## src/rtl/pipe_multdiv_ctrl_if.sv

```systemverilog
// ============================================================================
// Module      : pipe_multdiv_ctrl_if
// Description : Pipeline / multdiv-unit signal bundle for pipe_multdiv_ctrl.
// Revision    : 1.0 - initial release
// ============================================================================
`default_nettype none

interface pipe_multdiv_ctrl_if;
  logic        dx_valid;
  logic        dx_is_mul;
  logic        dx_is_div;
  logic [31:0] dx_a;
  logic [31:0] dx_b;
  logic [4:0]  dx_rd;
  logic        flush;

  logic [31:0] md_a;
  logic [31:0] md_b;
  logic        md_ctrl_mult;
  logic        md_ctrl_div;
  logic        md_rdy;
  logic [31:0] md_result;
  logic        md_exc;

  logic        stall;
  logic        xm_bubble;
  logic        res_valid;
  logic [31:0] res_data;
  logic [4:0]  res_rd;
  logic        res_timeout;

  // Controller side
  modport slave (
    input  dx_valid, dx_is_mul, dx_is_div, dx_a, dx_b, dx_rd, flush,
    input  md_rdy, md_result, md_exc,
    output md_a, md_b, md_ctrl_mult, md_ctrl_div,
    output stall, xm_bubble, res_valid, res_data, res_rd, res_timeout
  );

  // Pipeline / multdiv-unit side
  modport master (
    output dx_valid, dx_is_mul, dx_is_div, dx_a, dx_b, dx_rd, flush,
    output md_rdy, md_result, md_exc,
    input  md_a, md_b, md_ctrl_mult, md_ctrl_div,
    input  stall, xm_bubble, res_valid, res_data, res_rd, res_timeout
  );
endinterface

`default_nettype wire

```

## src/rtl/pipe_multdiv_ctrl.sv

```systemverilog
// ============================================================================
// Module      : pipe_multdiv_ctrl
// Description : Stalls the pipeline around a multi-cycle mul/div operation,
//               with timeout, exception and flush handling.
// Revision    : 1.0 - initial release
// ============================================================================
`default_nettype none

module pipe_multdiv_ctrl #(
  parameter int MAX_CYCLES = 40,
  parameter int STATUS_REG = 30
) (
  input  wire logic          clk,
  input  wire logic          rst_n,
  pipe_multdiv_ctrl_if.slave bus
);

  localparam logic [7:0]  c_last_cnt  = 8'(MAX_CYCLES - 1);
  localparam logic [4:0]  c_status_rd = 5'(STATUS_REG);
  localparam logic [31:0] c_exc_mul   = 32'd4;
  localparam logic [31:0] c_exc_div   = 32'd5;

  typedef enum logic [1:0] {
    S_IDLE  = 2'd0,
    S_START = 2'd1,
    S_BUSY  = 2'd2,
    S_DONE  = 2'd3
  } state_t;

  state_t      r_state;
  state_t      w_state_nxt;
  logic [7:0]  r_cnt;
  logic        r_is_div;
  logic [4:0]  r_rd;
  logic [31:0] r_md_a;
  logic [31:0] r_md_b;
  logic [31:0] r_res_data;
  logic [4:0]  r_res_rd;
  logic        r_res_timeout;

  logic w_trigger;
  logic w_stall;
  logic w_load;
  logic w_capture;
  logic w_timeout;
  logic w_start_mul;
  logic w_start_div;
  logic w_res_valid;
  logic w_exc_path;

  // rst_n gates the trigger so stall stays low while reset is held
  assign w_trigger = rst_n & bus.dx_valid & (bus.dx_is_mul | bus.dx_is_div) & ~bus.flush;

  always_comb begin
    w_state_nxt = r_state;
    w_stall     = 1'b0;
    w_load      = 1'b0;
    w_capture   = 1'b0;
    w_timeout   = 1'b0;
    w_start_mul = 1'b0;
    w_start_div = 1'b0;
    w_res_valid = 1'b0;
    case (r_state)
      S_IDLE: begin
        if (w_trigger) begin
          w_stall     = 1'b1;
          w_load      = 1'b1;
          w_state_nxt = S_START;
        end
      end
      S_START: begin
        w_stall     = 1'b1;
        w_start_mul = ~r_is_div;
        w_start_div = r_is_div;
        w_state_nxt = bus.flush ? S_IDLE : S_BUSY;
      end
      S_BUSY: begin
        w_stall = 1'b1;
        if (bus.flush) begin
          w_state_nxt = S_IDLE;
        end else if (bus.md_rdy) begin
          w_capture   = 1'b1;
          w_state_nxt = S_DONE;
        end else if (r_cnt == c_last_cnt) begin
          w_capture   = 1'b1;
          w_timeout   = 1'b1;
          w_state_nxt = S_DONE;
        end
      end
      S_DONE: begin
        w_res_valid = 1'b1;
        w_state_nxt = S_IDLE;
      end
      default: w_state_nxt = S_IDLE;
    endcase
  end

  // Exception results go to the status register instead of rd
  assign w_exc_path = w_timeout | (bus.md_rdy & bus.md_exc);

  always_ff @(posedge clk or negedge rst_n) begin
    if (!rst_n) begin
      r_state       <= S_IDLE;
      r_cnt         <= 8'd0;
      r_is_div      <= 1'b0;
      r_rd          <= 5'd0;
      r_md_a        <= 32'd0;
      r_md_b        <= 32'd0;
      r_res_data    <= 32'd0;
      r_res_rd      <= 5'd0;
      r_res_timeout <= 1'b0;
    end else begin
      r_state <= w_state_nxt;
      if (r_state == S_START) begin
        r_cnt <= 8'd0;
      end else if (r_state == S_BUSY) begin
        r_cnt <= r_cnt + 8'd1;
      end
      if (w_load) begin
        r_md_a   <= bus.dx_a;
        r_md_b   <= bus.dx_b;
        r_rd     <= bus.dx_rd;
        r_is_div <= bus.dx_is_div & ~bus.dx_is_mul;
      end
      if (w_capture) begin
        r_res_timeout <= w_timeout;
        if (w_exc_path) begin
          r_res_rd   <= c_status_rd;
          r_res_data <= r_is_div ? c_exc_div : c_exc_mul;
        end else begin
          r_res_rd   <= r_rd;
          r_res_data <= bus.md_result;
        end
      end
    end
  end

  assign bus.md_a         = r_md_a;
  assign bus.md_b         = r_md_b;
  assign bus.md_ctrl_mult = w_start_mul;
  assign bus.md_ctrl_div  = w_start_div;
  assign bus.stall        = w_stall;
  assign bus.xm_bubble    = w_stall;
  assign bus.res_valid    = w_res_valid;
  assign bus.res_data     = r_res_data;
  assign bus.res_rd       = r_res_rd;
  assign bus.res_timeout  = r_res_timeout;

endmodule

`default_nettype wire
```

## src/flat_wrapper.sv

```systemverilog
// flat-port wrapper written by rule: the top's interface ports become plain ports
module pipe_multdiv_ctrl_flat 
#(
  parameter int MAX_CYCLES = 40,
  parameter int STATUS_REG = 30
)
  (clk, rst_n, bus_dx_valid, bus_dx_is_mul, bus_dx_is_div, bus_dx_a, bus_dx_b, bus_dx_rd, bus_flush, bus_md_rdy, bus_md_result, bus_md_exc, bus_md_a, bus_md_b, bus_md_ctrl_mult, bus_md_ctrl_div, bus_stall, bus_xm_bubble, bus_res_valid, bus_res_data, bus_res_rd, bus_res_timeout);
  pipe_multdiv_ctrl_if bus_i ();
  input  wire logic clk;
  input  wire logic rst_n;
  input wire logic [$bits(bus_i.dx_valid)-1:0] bus_dx_valid;
  input wire logic [$bits(bus_i.dx_is_mul)-1:0] bus_dx_is_mul;
  input wire logic [$bits(bus_i.dx_is_div)-1:0] bus_dx_is_div;
  input wire logic [$bits(bus_i.dx_a)-1:0] bus_dx_a;
  input wire logic [$bits(bus_i.dx_b)-1:0] bus_dx_b;
  input wire logic [$bits(bus_i.dx_rd)-1:0] bus_dx_rd;
  input wire logic [$bits(bus_i.flush)-1:0] bus_flush;
  input wire logic [$bits(bus_i.md_rdy)-1:0] bus_md_rdy;
  input wire logic [$bits(bus_i.md_result)-1:0] bus_md_result;
  input wire logic [$bits(bus_i.md_exc)-1:0] bus_md_exc;
  output wire logic [$bits(bus_i.md_a)-1:0] bus_md_a;
  output wire logic [$bits(bus_i.md_b)-1:0] bus_md_b;
  output wire logic [$bits(bus_i.md_ctrl_mult)-1:0] bus_md_ctrl_mult;
  output wire logic [$bits(bus_i.md_ctrl_div)-1:0] bus_md_ctrl_div;
  output wire logic [$bits(bus_i.stall)-1:0] bus_stall;
  output wire logic [$bits(bus_i.xm_bubble)-1:0] bus_xm_bubble;
  output wire logic [$bits(bus_i.res_valid)-1:0] bus_res_valid;
  output wire logic [$bits(bus_i.res_data)-1:0] bus_res_data;
  output wire logic [$bits(bus_i.res_rd)-1:0] bus_res_rd;
  output wire logic [$bits(bus_i.res_timeout)-1:0] bus_res_timeout;
  assign bus_i.dx_valid = bus_dx_valid;
  assign bus_i.dx_is_mul = bus_dx_is_mul;
  assign bus_i.dx_is_div = bus_dx_is_div;
  assign bus_i.dx_a = bus_dx_a;
  assign bus_i.dx_b = bus_dx_b;
  assign bus_i.dx_rd = bus_dx_rd;
  assign bus_i.flush = bus_flush;
  assign bus_i.md_rdy = bus_md_rdy;
  assign bus_i.md_result = bus_md_result;
  assign bus_i.md_exc = bus_md_exc;
  assign bus_md_a = bus_i.md_a;
  assign bus_md_b = bus_i.md_b;
  assign bus_md_ctrl_mult = bus_i.md_ctrl_mult;
  assign bus_md_ctrl_div = bus_i.md_ctrl_div;
  assign bus_stall = bus_i.stall;
  assign bus_xm_bubble = bus_i.xm_bubble;
  assign bus_res_valid = bus_i.res_valid;
  assign bus_res_data = bus_i.res_data;
  assign bus_res_rd = bus_i.res_rd;
  assign bus_res_timeout = bus_i.res_timeout;
  pipe_multdiv_ctrl #(.MAX_CYCLES(MAX_CYCLES), .STATUS_REG(STATUS_REG)) u_core (.clk(clk), .rst_n(rst_n), .bus(bus_i));
endmodule
```

## config.mk

```make
export PLATFORM = sky130hd
export DESIGN_NAME = pipe_multdiv_ctrl_flat
export DESIGN_NICKNAME = d
export VERILOG_FILES = /design/src/rtl/pipe_multdiv_ctrl_if.sv /design/src/rtl/pipe_multdiv_ctrl.sv /design/src/flat_wrapper.sv
export SDC_FILE = /design/constraint.sdc
export NUM_CORES = 1
export LEC_CHECK = 0
export ABC_AREA = 1
export CORE_AREA = 4 4 109 111
export DETAILED_ROUTE_END_ITERATION = 8
export DIE_AREA = 0 0 113 115
export GPL_ROUTABILITY_DRIVEN = 0
export PLACE_DENSITY = 0.84
export SKIP_CTS_REPAIR_TIMING = 1
export SKIP_LAST_GASP = 1
export SYNTH_ARGS = -nofsm -noshare
export SYNTH_HDL_FRONTEND = slang
export SYNTH_SLANG_ARGS = --single-unit
```

## constraint.sdc

```tcl
create_clock -name clk -period 4.95 [get_ports clk]
set_input_delay 0.99 -clock clk [delete_from_list [all_inputs] [get_ports clk]]
set_output_delay 0.99 -clock clk [all_outputs]
set_load 0.02 [all_outputs]
```

-- Yosys cells after proc, flatten, opt, wreduce, memory -nomap -nowiden
Cells that the tools add are included.
- output and inout port bits: 107
- register bits after elaboration: 118
- bits of input ports: 109
- muxes and demuxes: 24
- equal/unequal tests: 6
- bitwise operators: 10
- add/subtract/negate cells: 1
- reductions and logical operators: 4
- operators with widths (kind ; number):
    2-to-1 mux 32 bit ; 1
    2-to-1 mux 8 bit ; 2
    2-to-1 mux 1 bit ; 13
    2-to-1 mux 2 bit ; 5
    adder 8 x 1 -> 8 bit (second input constant) ; 1
    == test 8 x 6 -> 1 bit (second input constant) ; 1
    one-hot mux 2 bit (4 select lines) ; 1
    AND 1 bit ; 5
    2-to-1 mux 5 bit ; 1
    == test 2 bit (second input constant) ; 2
    inequality test 4 x 3 -> 1 bit (second input constant) ; 1
    NOT 1 bit ; 3
    == test 2 x 1 -> 1 bit (second input constant) ; 1
    zero test 2 bit ; 1
    inequality test 2 x 1 -> 1 bit (second input constant) ; 1
    bitwise OR 1 bit ; 2
    one-hot mux 1 bit (2 select lines) ; 1
    AND reduction 2 bit ; 1
    nonzero test 2 bit ; 1
    OR reduction 2 bit ; 1

-- Depth between registers and ports, before layout
Gate-level depths: netlist (run 1).
- depth after elaboration: 7
- depth in mapped cells: 10
- depth with buffers taken out: 9

-- Worst setup path before layout (run 1)
No wires, ideal clock.
- path type: input to output
- from: in rst_n
- to: out bus_xm_bubble
- path slack: 1743 ps
- data arrival time: 2217 ps
- stages: 6
- cells stage by stage: nand2_1 -> nor2_1 -> nand3_1 -> clkbuf_1 -> a21oi_1 -> buf_4
- longest elaborated chain between the ends: 5
- RTL lines (what ; line ; source):
    start, declared ; flat_wrapper.sv:10 ; input wire logic rst_n;
    AND 1 bit (3 in a row) ; pipe_multdiv_ctrl.sv:52 ; assign w_trigger = rst_n & bus.dx_valid & (bus.dx_is_mul | bus.dx_is_div) & ~bus.flush;
    2-to-1 mux 1 bit ; pipe_multdiv_ctrl.sv:65 ; if (w_trigger) begin
    one-hot mux 1 bit (2 select lines) ; pipe_multdiv_ctrl.sv:63 ; case (r_state)
    end, declared ; flat_wrapper.sv:26 ; output wire logic [$bits(bus_i.xm_bubble)-1:0] bus_xm_bubble;
Every way passes these cells.

-- Worst setup path in the final report (run 1)
- from: in bus_dx_is_div
- to: out bus_xm_bubble
- longest elaborated chain between the ends: 5
- RTL lines (what ; line ; source):
    start, declared ; flat_wrapper.sv:13 ; input wire logic [$bits(bus_i.dx_is_div)-1:0] bus_dx_is_div;
    bitwise OR 1 bit ; pipe_multdiv_ctrl.sv:52 ;
    AND 1 bit (2 in a row) ; pipe_multdiv_ctrl.sv:52 ;
    2-to-1 mux 1 bit ; pipe_multdiv_ctrl.sv:65 ;
    one-hot mux 1 bit (2 select lines) ; pipe_multdiv_ctrl.sv:63 ;
Every way passes these cells.

==> impl_results.md, run 1 <==
* ANT nets after route at 0
* CTS tree: yes
* Fillers at 775
* Skew-Pair Late Insertion Delay at 510 ps
* Io pins at about 220
* Synth warn at 0
* Initial Util at between 40 and 50%
* Clock sinks at 118
* WP data required at 3960 ps
* Grt ovf at 0
* Clock Tree Root: clkbuf_8
* DIE WIDTH at approximately 110 um
* Startpoint Class: primary input
* Height of the die at 115 um
* Antenna fix cells at 0
* Vias per inst at 4.79
* Tcrit/Tclk final at 73.6%
* Register area share after synthesis at between 60% and 70%
* Mean Syn Cell Area at around 8.6 um2
* Vias post-DR at 4431
* Pin count of the biggest net entering global routing at 72
* Max-Cap Viols at 0
* Leak at 3.81 nW
* Max Root-Sink Buffers at 2
* Flop and latch count out of synthesis at 118
* Peak supply drop at 0.000394 V
* Cells on worst reg2reg path at 7
* Crit path kind: primary input to output pin
* CP Capture Type: output pin
* Routed len/inst at between 15 and 20 um
* HPWL reported at the end of detailed placement at 9890 um
* Vias in the first global route at 4685
* Remaining DRCs at 0
* Clock Skews at 6.31 ps
* Ys flop type: dfrtp_1
* Hold WC Path Type: flop to flop
* Design Power at 0.00493 W
* Asr flop ratio synth at 100%
* Final WL at 13900 um
* Power per Cell Area at 648 nW/um2
* Area of the mapped netlist at between 4000 and 5000 um2
* Timing startpoint of the critical path: bus_dx_is_div
* Crit Reg-Reg Startpoint: u_core.r_state[0]$_DFFE_PN0P_
* I/O Buffers at between 200 and 250
* Worst-Margin Slew at 1140 ps
* Hold Crit Start: u_core.bus.res_data[16]$_DFFE_PN0P_
* Tmin final at 3640 ps
* Slew headroom at 24.0%
* Syn Inst Count at 558
* Final setup viols at 0
* CP arrival at 2650 ps
* Area of the core at between 10000 and 15000 um2
* Worst hold path cell count at 2
* Unrepaired setup endpoints after global routing: no
* Register area at around 3000 um2
* Area growth, synth to finish at 58.5%
* First-pass GRT wire length at 22700 um
* Area used by multi-input combinational logic at between 1500 and 2000 um2
* Slew Viols, Final at 0
* Fmax at 0.275 GHz
* Fin. Hold Viols at 0
* Rows at 38
* Drt pass-1 iters at 4
* Number of flops mapped to enable cells by yosys at 0
* DR iter-0 viols at 229
* DIE AREA at 13000 um2
* Initial antenna violation count at 0
* Setup TNS at 0 ps
* Synth cell types at 23
* Status: completed
* Share of layout cells above drive strength 1 at 6.75%
* CTS Buf Count at 17
* H-tree Lvls at 4
* Layout net count at 888
* Synthesized net count at 673
* CP max FO at 2
* Gr usage total at about 22%
* Clk slew on worst S/H paths at 50 ps
==> layer usage <==
metal  up-vias  GRT usage (%)  routed length (um)
met5         -              0                   0
met4         0           7.77                 241
met1      2077           25.1                5370
li1       2118              -                   -
met2       208           37.0                6800
met3        28           10.1                1510
==> through the flow <==
step / setup WS [ps] / instance area (um2) / cells / hold WS, ps / utilization [%]
2_1_floorplan: 1740 / 4800 / 558 / 449 / -
3_3_place_gp: 1410 / 7030 / 894 / 455 / 65.1
3_5_place_dp: 1340 / 7030 / 894 / 460 / 65.1
4_1_cts: 1310 / 7610 / 925 / 474 / 70.5
5_1_grt: 1210 / 7610 / 925 / 496 / 70.5
6_report: 1310 / 7610 / 925 / 468 / 70.5
==> worst paths after layout <==
path                                                       end  slack (ps)
setup / recovery                                 bus_xm_bubble        1310
hold / removal             u_core.bus.res_data[16]$_DFFE_PN0P_         470
setup reg to reg                   u_core.r_is_div$_DFFE_PN0P_        2320
hold reg to reg            u_core.bus.res_data[16]$_DFFE_PN0P_         470
max in group asynchronous      u_core.bus.md_a[18]$_DFFE_PN0P_        3090
min in group asynchronous   u_core.bus.res_data[7]$_DFFE_PN0P_         660
==> flip-flops by register name, summed over array words and instances, names as in the netlist <==
| signal | cells |
|---|---|
| u_core.bus.md_a | 32 |
| u_core.bus.res_rd | 5 |
| u_core.r_is_div | 1 |
| u_core.bus.md_b | 32 |
| u_core.r_rd | 5 |
| u_core.r_state | 2 |
| u_core.bus.res_data | 32 |
| u_core.bus.res_timeout | 1 |
| u_core.r_cnt | 8 |
==> layout make-up <==
type,count,area share [%]
Clock inverter,9,1.64
Clock buffer,22,6.08
Tap cell,140,2.30
Inverter,24,1.22
Timing Repair Buffer,218,28.5
Sequential cell,118,38.8
Multi-Input combinational cell,394,21.4
==> where the power goes <==
group	internal [W]	leakage, nW	switching [W]
logic	0.000973	2.01	0.00112
registers	0.00139	1.52	0.000249
clock network	0.000799	0.287	0.000409
==> cells in the final DEF (no fill, tap or decap), drive strengths merged <==
cell type      synthesis  layout
o21ai                  7       7
ha                     6       6
clkdlybuf4s50          0     214
clkinv                 0       4
nand4                  3       3
nand3b                 1       1
buf                   15       4
nor3                   5       5
bufinv                 0       3
inv                   24      24
clkinvlp               0       2
o21bai                 1       1
nand3                 10      10
dfrtp                118     118
a21oi                  4       4
nand2                330     330
clkbuf                 7      22
nor2                  27      27
==> cell usage after synthesis, types with 2 or more instances <==
cell type / count / share of area [%]
nor2_1: 26 / 2.0
nand2_1: 318 / 25
nand2_2: 12 / 1.6
nand3_1: 10 / 1.0
nand4_1: 3 / 0.39
o21ai_0: 7 / 0.73
inv_1: 20 / 1.6
nor3_1: 4 / 0.42
clkbuf_1: 7 / 0.55
a21oi_1: 3 / 0.31
dfrtp_1: 118 / 61
buf_2: 11 / 1.1
buf_6: 2 / 0.47
inv_2: 3 / 0.23
ha_1: 6 / 1.6
==> kinds of logic (layout without fill, tap and decap cells) <==
family                     after synthesis  after routing  share of synthesized area [%]
AOI/OAI and AO/OA                       12             12                           1.54
adders and majority gates                6              6                           1.56
buffers and inverters                   46            273                           4.66
DFF                                    118            118                           61.5
and+or+nand+nor                        376            376                           30.8
==> critical path: stages <==
cell	delay, ps
clkdlybuf4s50_1	480
nor2_1	60
nor2_1	190
nand3_2	100
a21oi_1	180
clkdlybuf4s50_1	640
No activity file was read; power rests on OpenSTA's default activity.
==> run 2: changes to the inputs <==
--- a/config.mk
+++ b/config.mk
@@ -6,11 +6,11 @@
 export NUM_CORES = 1
 export LEC_CHECK = 0
 export ABC_AREA = 1
-export CORE_AREA = 4 4 109 111
+export CORE_AREA = 4 4 112 114
 export DETAILED_ROUTE_END_ITERATION = 8
-export DIE_AREA = 0 0 113 115
+export DIE_AREA = 0 0 116 118
 export GPL_ROUTABILITY_DRIVEN = 0
-export PLACE_DENSITY = 0.84
+export PLACE_DENSITY = 0.8
 export SKIP_CTS_REPAIR_TIMING = 1
 export SKIP_LAST_GASP = 1
 export SYNTH_ARGS = -nofsm -noshare
==> constraint.sdc (replaced) <==
create_clock -name clk -period 3.7 [get_ports clk]
set_input_delay 0.74 -clock clk [delete_from_list [all_inputs] [get_ports clk]]
set_output_delay 0.74 -clock clk [all_outputs]
set_load 0.02 [all_outputs]
==> impl_results.md, run 2 (synthesis gave the netlist of run 1 again) <==
* Max stage delay cell, worst path: clkdlybuf4s50_1
* CP arrival at 2390 ps
* Clock Skews at 7.71 ps
* CTS Buf Count at 17
* Fin. Hold Viols at 0
* Share of power burned in the clock network at 23.6%
* Routed len/inst at 14.5 um
* Share of layout cells above drive strength 1 at 6.99%
* Initial antenna violation count at 0
* Slew Viols, Final at 0
* CP max FO at 3
* Vias in the first global route at 4610
* M1 GR Usage at 24.5%
* Fmax at 0.319 GHz
* Setup WS pre-CTS at 574 ps
* I/O Buffers at 215
* Peak supply drop at 0.000495 V
* Finished Cell Area at about 7600 um2
* Antenna fix cells at 0
* H-tree Lvls at 4
* ANT nets after route at 0
* Final WL at ~14000 um
* Final setup viols at 0
* Tcrit/Tclk final at a little over four fifths
* CTS tree: yes
* Setup WS post-layout at 566 ps
* Combinational share of power at 42.8%
* M3 GR Usage at 7.25%
* Clock sinks at approximately 120
* Switching Share at 36.7%
* Max-Cap Viols at 0
* Tmin final at 3130 ps
* Area of the core at 11400 um2
* Unrepaired setup endpoints after global routing: no
* Drt pass-1 iters at 4
* Hold WC Path Type: primary input to async pin
* CP Cell Sequence: clkdlybuf4s50_1 > nor2_1 > nor2_1 > nand3_2 > a21oi_1 > clkdlybuf4s50_1
* Slew headroom at 40.0%
* Pint at 0.00411 W
* Max Root-Sink Buffers at 2
* Grt ovf at 0
* Layout net count at 889
* Initial Util at 42.1%
* Crit path kind: primary input to output pin
* Commonest non-fill, non-tap cells in the layout: nand2_1, clkdlybuf4s50_1, dfrtp_1, nor2_1, inv_1
* CP max stage delay at 650 ps
* Cells after DPL at ~900
* Height of the die at 118 um
* CP Capture Type: output pin
* Pin count of the biggest net entering global routing at 74
* Status: completed
* WP data required at 2960 ps
* Power per Cell Area at 855 nW/um2
* Area growth, synth to finish at 58.2%
* Fin cells at 930
* DR iter-0 viols at 220
* Vias post-DR at 4313
* Final hold slack at 464 ps
* DIE AREA at 13700 um2
* Setup TNS at 0 ps
* First-pass GRT wire length at approximately 22000 um
* Psw at 0.00239 W
* Leading cell type in the layout, fill and taps excluded: nand2_1
* Rows at 39
* Gr usage total at 20.4%
* HPWL reported at the end of detailed placement at 9760 um
* Area of placed instances at 7040 um2
* DIE WIDTH at 116 um
* Skew-Pair Late Insertion Delay at 400 ps
* Clk slew on worst S/H paths at 50 ps
* Met2 Use GR at 33.2%
* Most used routing layer: met2
* Remaining DRCs at 0
* Clock Tree Root: clkbuf_16
* Io pins at 216
* Worst-Margin Slew at ~900 ps
* Startpoint Class: primary input
* Vias per inst at 4.64
* Leak at 3.79 nW
* Seq pwr share at 33.6%
[run 2: cell types whose count changed in the layout (fill, tap and decap cells not counted), sizes merged]
cell      delta
clkbuf       -1
clkinv       +1
buf          +1
clkinvlp     +2
bufinv       -2
inv          +1
[run 2: power groups by stage]
stage | sequential, W | clock (W) | combinational [W]
6_report | 0.00218 | 0.00153 | 0.00278
5_1_grt | 0.00226 | 0.00162 | 0.00301
4_1_cts | 0.00219 | 0.00156 | 0.00282
3_5_place_dp | 0.00219 | 0 | 0.00281
3_3_place_gp | 0.00216 | 0 | 0.00275
2_1_floorplan | 0.00279 | 0 | 0.000739
[run 2: final cells by class]
class | count | area (um2)
Fill cell | 924 | 3820
Sequential cell | 118 | 2950
Timing Repair Buffer | 219 | 2180
Multi-Input combinational cell | 394 | 1630
Clock buffer | 21 | 460
Tap cell | 143 | 179
Clock inverter | 11 | 101
Inverter | 24 | 92.6
[run 2: stage by stage]
step / util (%) / total power (W)
detailed placement: 61.6 / 0.00501
CTS: 66.5 / 0.00658
global route: 66.5 / 0.00689
finish: 66.5 / 0.00650
floorplan: - / 0.00353
global placement: 61.6 / 0.00491
[run 2: worst max-delay path: cells and delay by family]
kind,cells,cell delay [ps]
buffers and inverters,2,1130
AND/OR/NAND/NOR,3,320
AO/OA/AOI/OAI,1,200
[run 2: path summary, 6_finish.rpt]
| path | start | endpoint | slack (ps) | cells after the start |
|---|---|---|---|---|
| setup / recovery | bus_dx_is_div | bus_stall | 570 | 6 |
| hold / removal | rst_n | u_core.r_state[0]$_DFFE_PN0P_ | 460 | 2 |
| setup reg to reg | u_core.r_state[0]$_DFFE_PN0P_ | u_core.bus.res_data[5]$_DFFE_PN0P_ | 1850 | 6 |
| hold reg to reg | u_core.bus.res_data[31]$_DFFE_PN0P_ | u_core.bus.res_data[31]$_DFFE_PN0P_ | 470 | 2 |
| max in group asynchronous | rst_n | u_core.bus.res_data[3]$_DFFE_PN0P_ | 1920 | 3 |
| min in group clk | u_core.bus.res_data[31]$_DFFE_PN0P_ | u_core.bus.res_data[31]$_DFFE_PN0P_ | 470 | 2 |
[run 2: metal layers]
layer  share of wire (%)  routed length [um]
met1                  40                5440
met2                  49                6570
met3                 9.0                1220
met4                 2.1                 280
met5                   0                   0
==> run 3: changes to the inputs <==
==> constraint.sdc (replaced) <==
create_clock -name clk -period 3.1 [get_ports clk]
set_input_delay 0.62 -clock clk [delete_from_list [all_inputs] [get_ports clk]]
set_output_delay 0.62 -clock clk [all_outputs]
set_load 0.02 [all_outputs]
==> impl_results.md, run 3 (synthesis gave the netlist of run 1 again) <==
* Slew headroom at 43.2%
* Rows at 39
* DR iter-0 viols at 182
* Hold WC Path Type: primary input to async pin
* Io pins at 216
* Final hold slack at 353 ps
* Initial Util at a little over two fifths
* Remaining DRCs at 0
* Slew Viols, Final at 0
* Final WL at between 10000 and 15000 um
* Tcrit/Tclk final at a little over nine tenths
* Area of the core at 11400 um2
* Height of the die at 118 um
* CP Capture Type: output pin
* Grt ovf at 0
* H-tree Lvls at 4
* Fin cells at between 900 and 1000
* CTS tree: yes
* Startpoint Class: flop
* Cells after DPL at 899
* Power per Cell Area at 1030 nW/um2
* Vias in the first global route at 4445
* I/O Buffers at 215
* Crit path kind: flop to output pin
* Fin. Hold Viols at 0
* Most used cell, CP: inv_1
* Leak at roughly 3.8 nW
* Clock Skews at 5.50 ps
* ANT nets after route at 0
* Clk slew on worst S/H paths at around 60 ps
* Max stage delay cell, worst path: clkdlybuf4s50_1
* Max-Cap Viols at 0
* Vias post-DR at 4304
* CP Cell Sequence: inv_1 > ha_1 > inv_1 > a21oi_1 > clkdlybuf4s50_1
* WP data required at 2480 ps
* Register area at just under 3000 um2
* CTS Buf Count at 17
* Setup TNS at 0 ps
* Skew-Pair Late Insertion Delay at 390 ps
* Area of placed instances at 7040 um2
* Drt pass-1 iters at 5
* CP max stage delay at roughly 640 ps
* Layout net count at 890
* Worst-Margin Slew at 853 ps
* Commonest non-fill, non-tap cells in the layout: nand2_1, clkdlybuf4s50_1, dfrtp_1, nor2_1, inv_1
* Design Power at 0.00784 W
* Final setup viols at 0
* DIE WIDTH at 116 um
* Status: completed
* Fmax at 0.340 GHz
* Peak supply drop at 0.000580 V
* DIE AREA at 13700 um2
* Max Root-Sink Buffers at 2
* HPWL reported at the end of detailed placement at 9650 um
* Unrepaired setup endpoints after global routing: no
* Routed len/inst at 14.2 um
* Tmin final at 2940 ps
* Clock sinks at 118
* Pin count of the biggest net entering global routing at 71
* Clock Tree Root: clkbuf_16
* Finished Cell Area at 7640 um2
* Antenna fix cells at 0
* First-pass GRT wire length at 21500 um
* Area growth, synth to finish at 59.0%
* CP max FO at 9
* Share of layout cells above drive strength 1 at 7.36%
* CP arrival at 2320 ps
* Leading cell type in the layout, fill and taps excluded: nand2_1
* Area used by multi-input combinational logic at 1630 um2
* Initial antenna violation count at 0
* Gr usage total at 19.7%
* Fillers at 897
* Vias per inst at 4.62
[run 3: where the power goes]
part	total (W)	internal, W	switching (W)
logic	0.00332	0.00155	0.00177
registers	0.00260	0.00221	0.000391
clock network	0.00191	0.00121	0.000703
[run 3: final cells by class]
class	count	area share (%)
clock buffer	18	5.75
clock inverter	14	2.02
inverter	24	1.21
multi-input combinational	394	21.4
sequential	118	38.7
tap	143	2.34
timing repair buffer	220	28.6
[run 3: path summary, 6_finish.rpt]
| check | cells after the start | endpoint | slack [ps] | start |
|---|---|---|---|---|
| max | 5 | bus_xm_bubble | 160 | u_core.r_state[0]$_DFFE_PN0P_ |
| min | 2 | u_core.r_state[0]$_DFFE_PN0P_ | 350 | rst_n |
| max reg2reg | 8 | u_core.bus.md_a[6]$_DFFE_PN0P_ | 800 | u_core.r_state[0]$_DFFE_PN0P_ |
| min reg2reg | 2 | u_core.bus.res_data[25]$_DFFE_PN0P_ | 470 | u_core.bus.res_data[25]$_DFFE_PN0P_ |
| max in group asynchronous | 3 | u_core.r_cnt[3]$_DFFE_PN0P_ | 1430 | rst_n |
| min in group clk | 2 | u_core.bus.res_data[25]$_DFFE_PN0P_ | 470 | u_core.bus.res_data[25]$_DFFE_PN0P_ |
[run 3: per-layer routing]
metal  track usage, %  wire, um  part of all wire (%)
met5                0         0                     0
met4             7.11       248                   1.9
met3             7.30      1200                   9.1
met2             32.3      6490                    49
met1             23.7      5320                    40
[run 3: metrics by stage]
step / setup WS, ps / utilization, %
after floorplan: 633 / -
after global placement: 307 / 61.7
after detailed placement: 244 / 61.7
after CTS: 152 / 66.9
after global routing: 33.0 / 66.9
final: 159 / 66.9
[run 3: critical path, delay by kind of cell (launching register included)]
family	cells	cell delay, ps
adders and majority gates	1	440
buffers and inverters	3	870
DFF	1	410
AOI/OAI and AO/OA	1	200
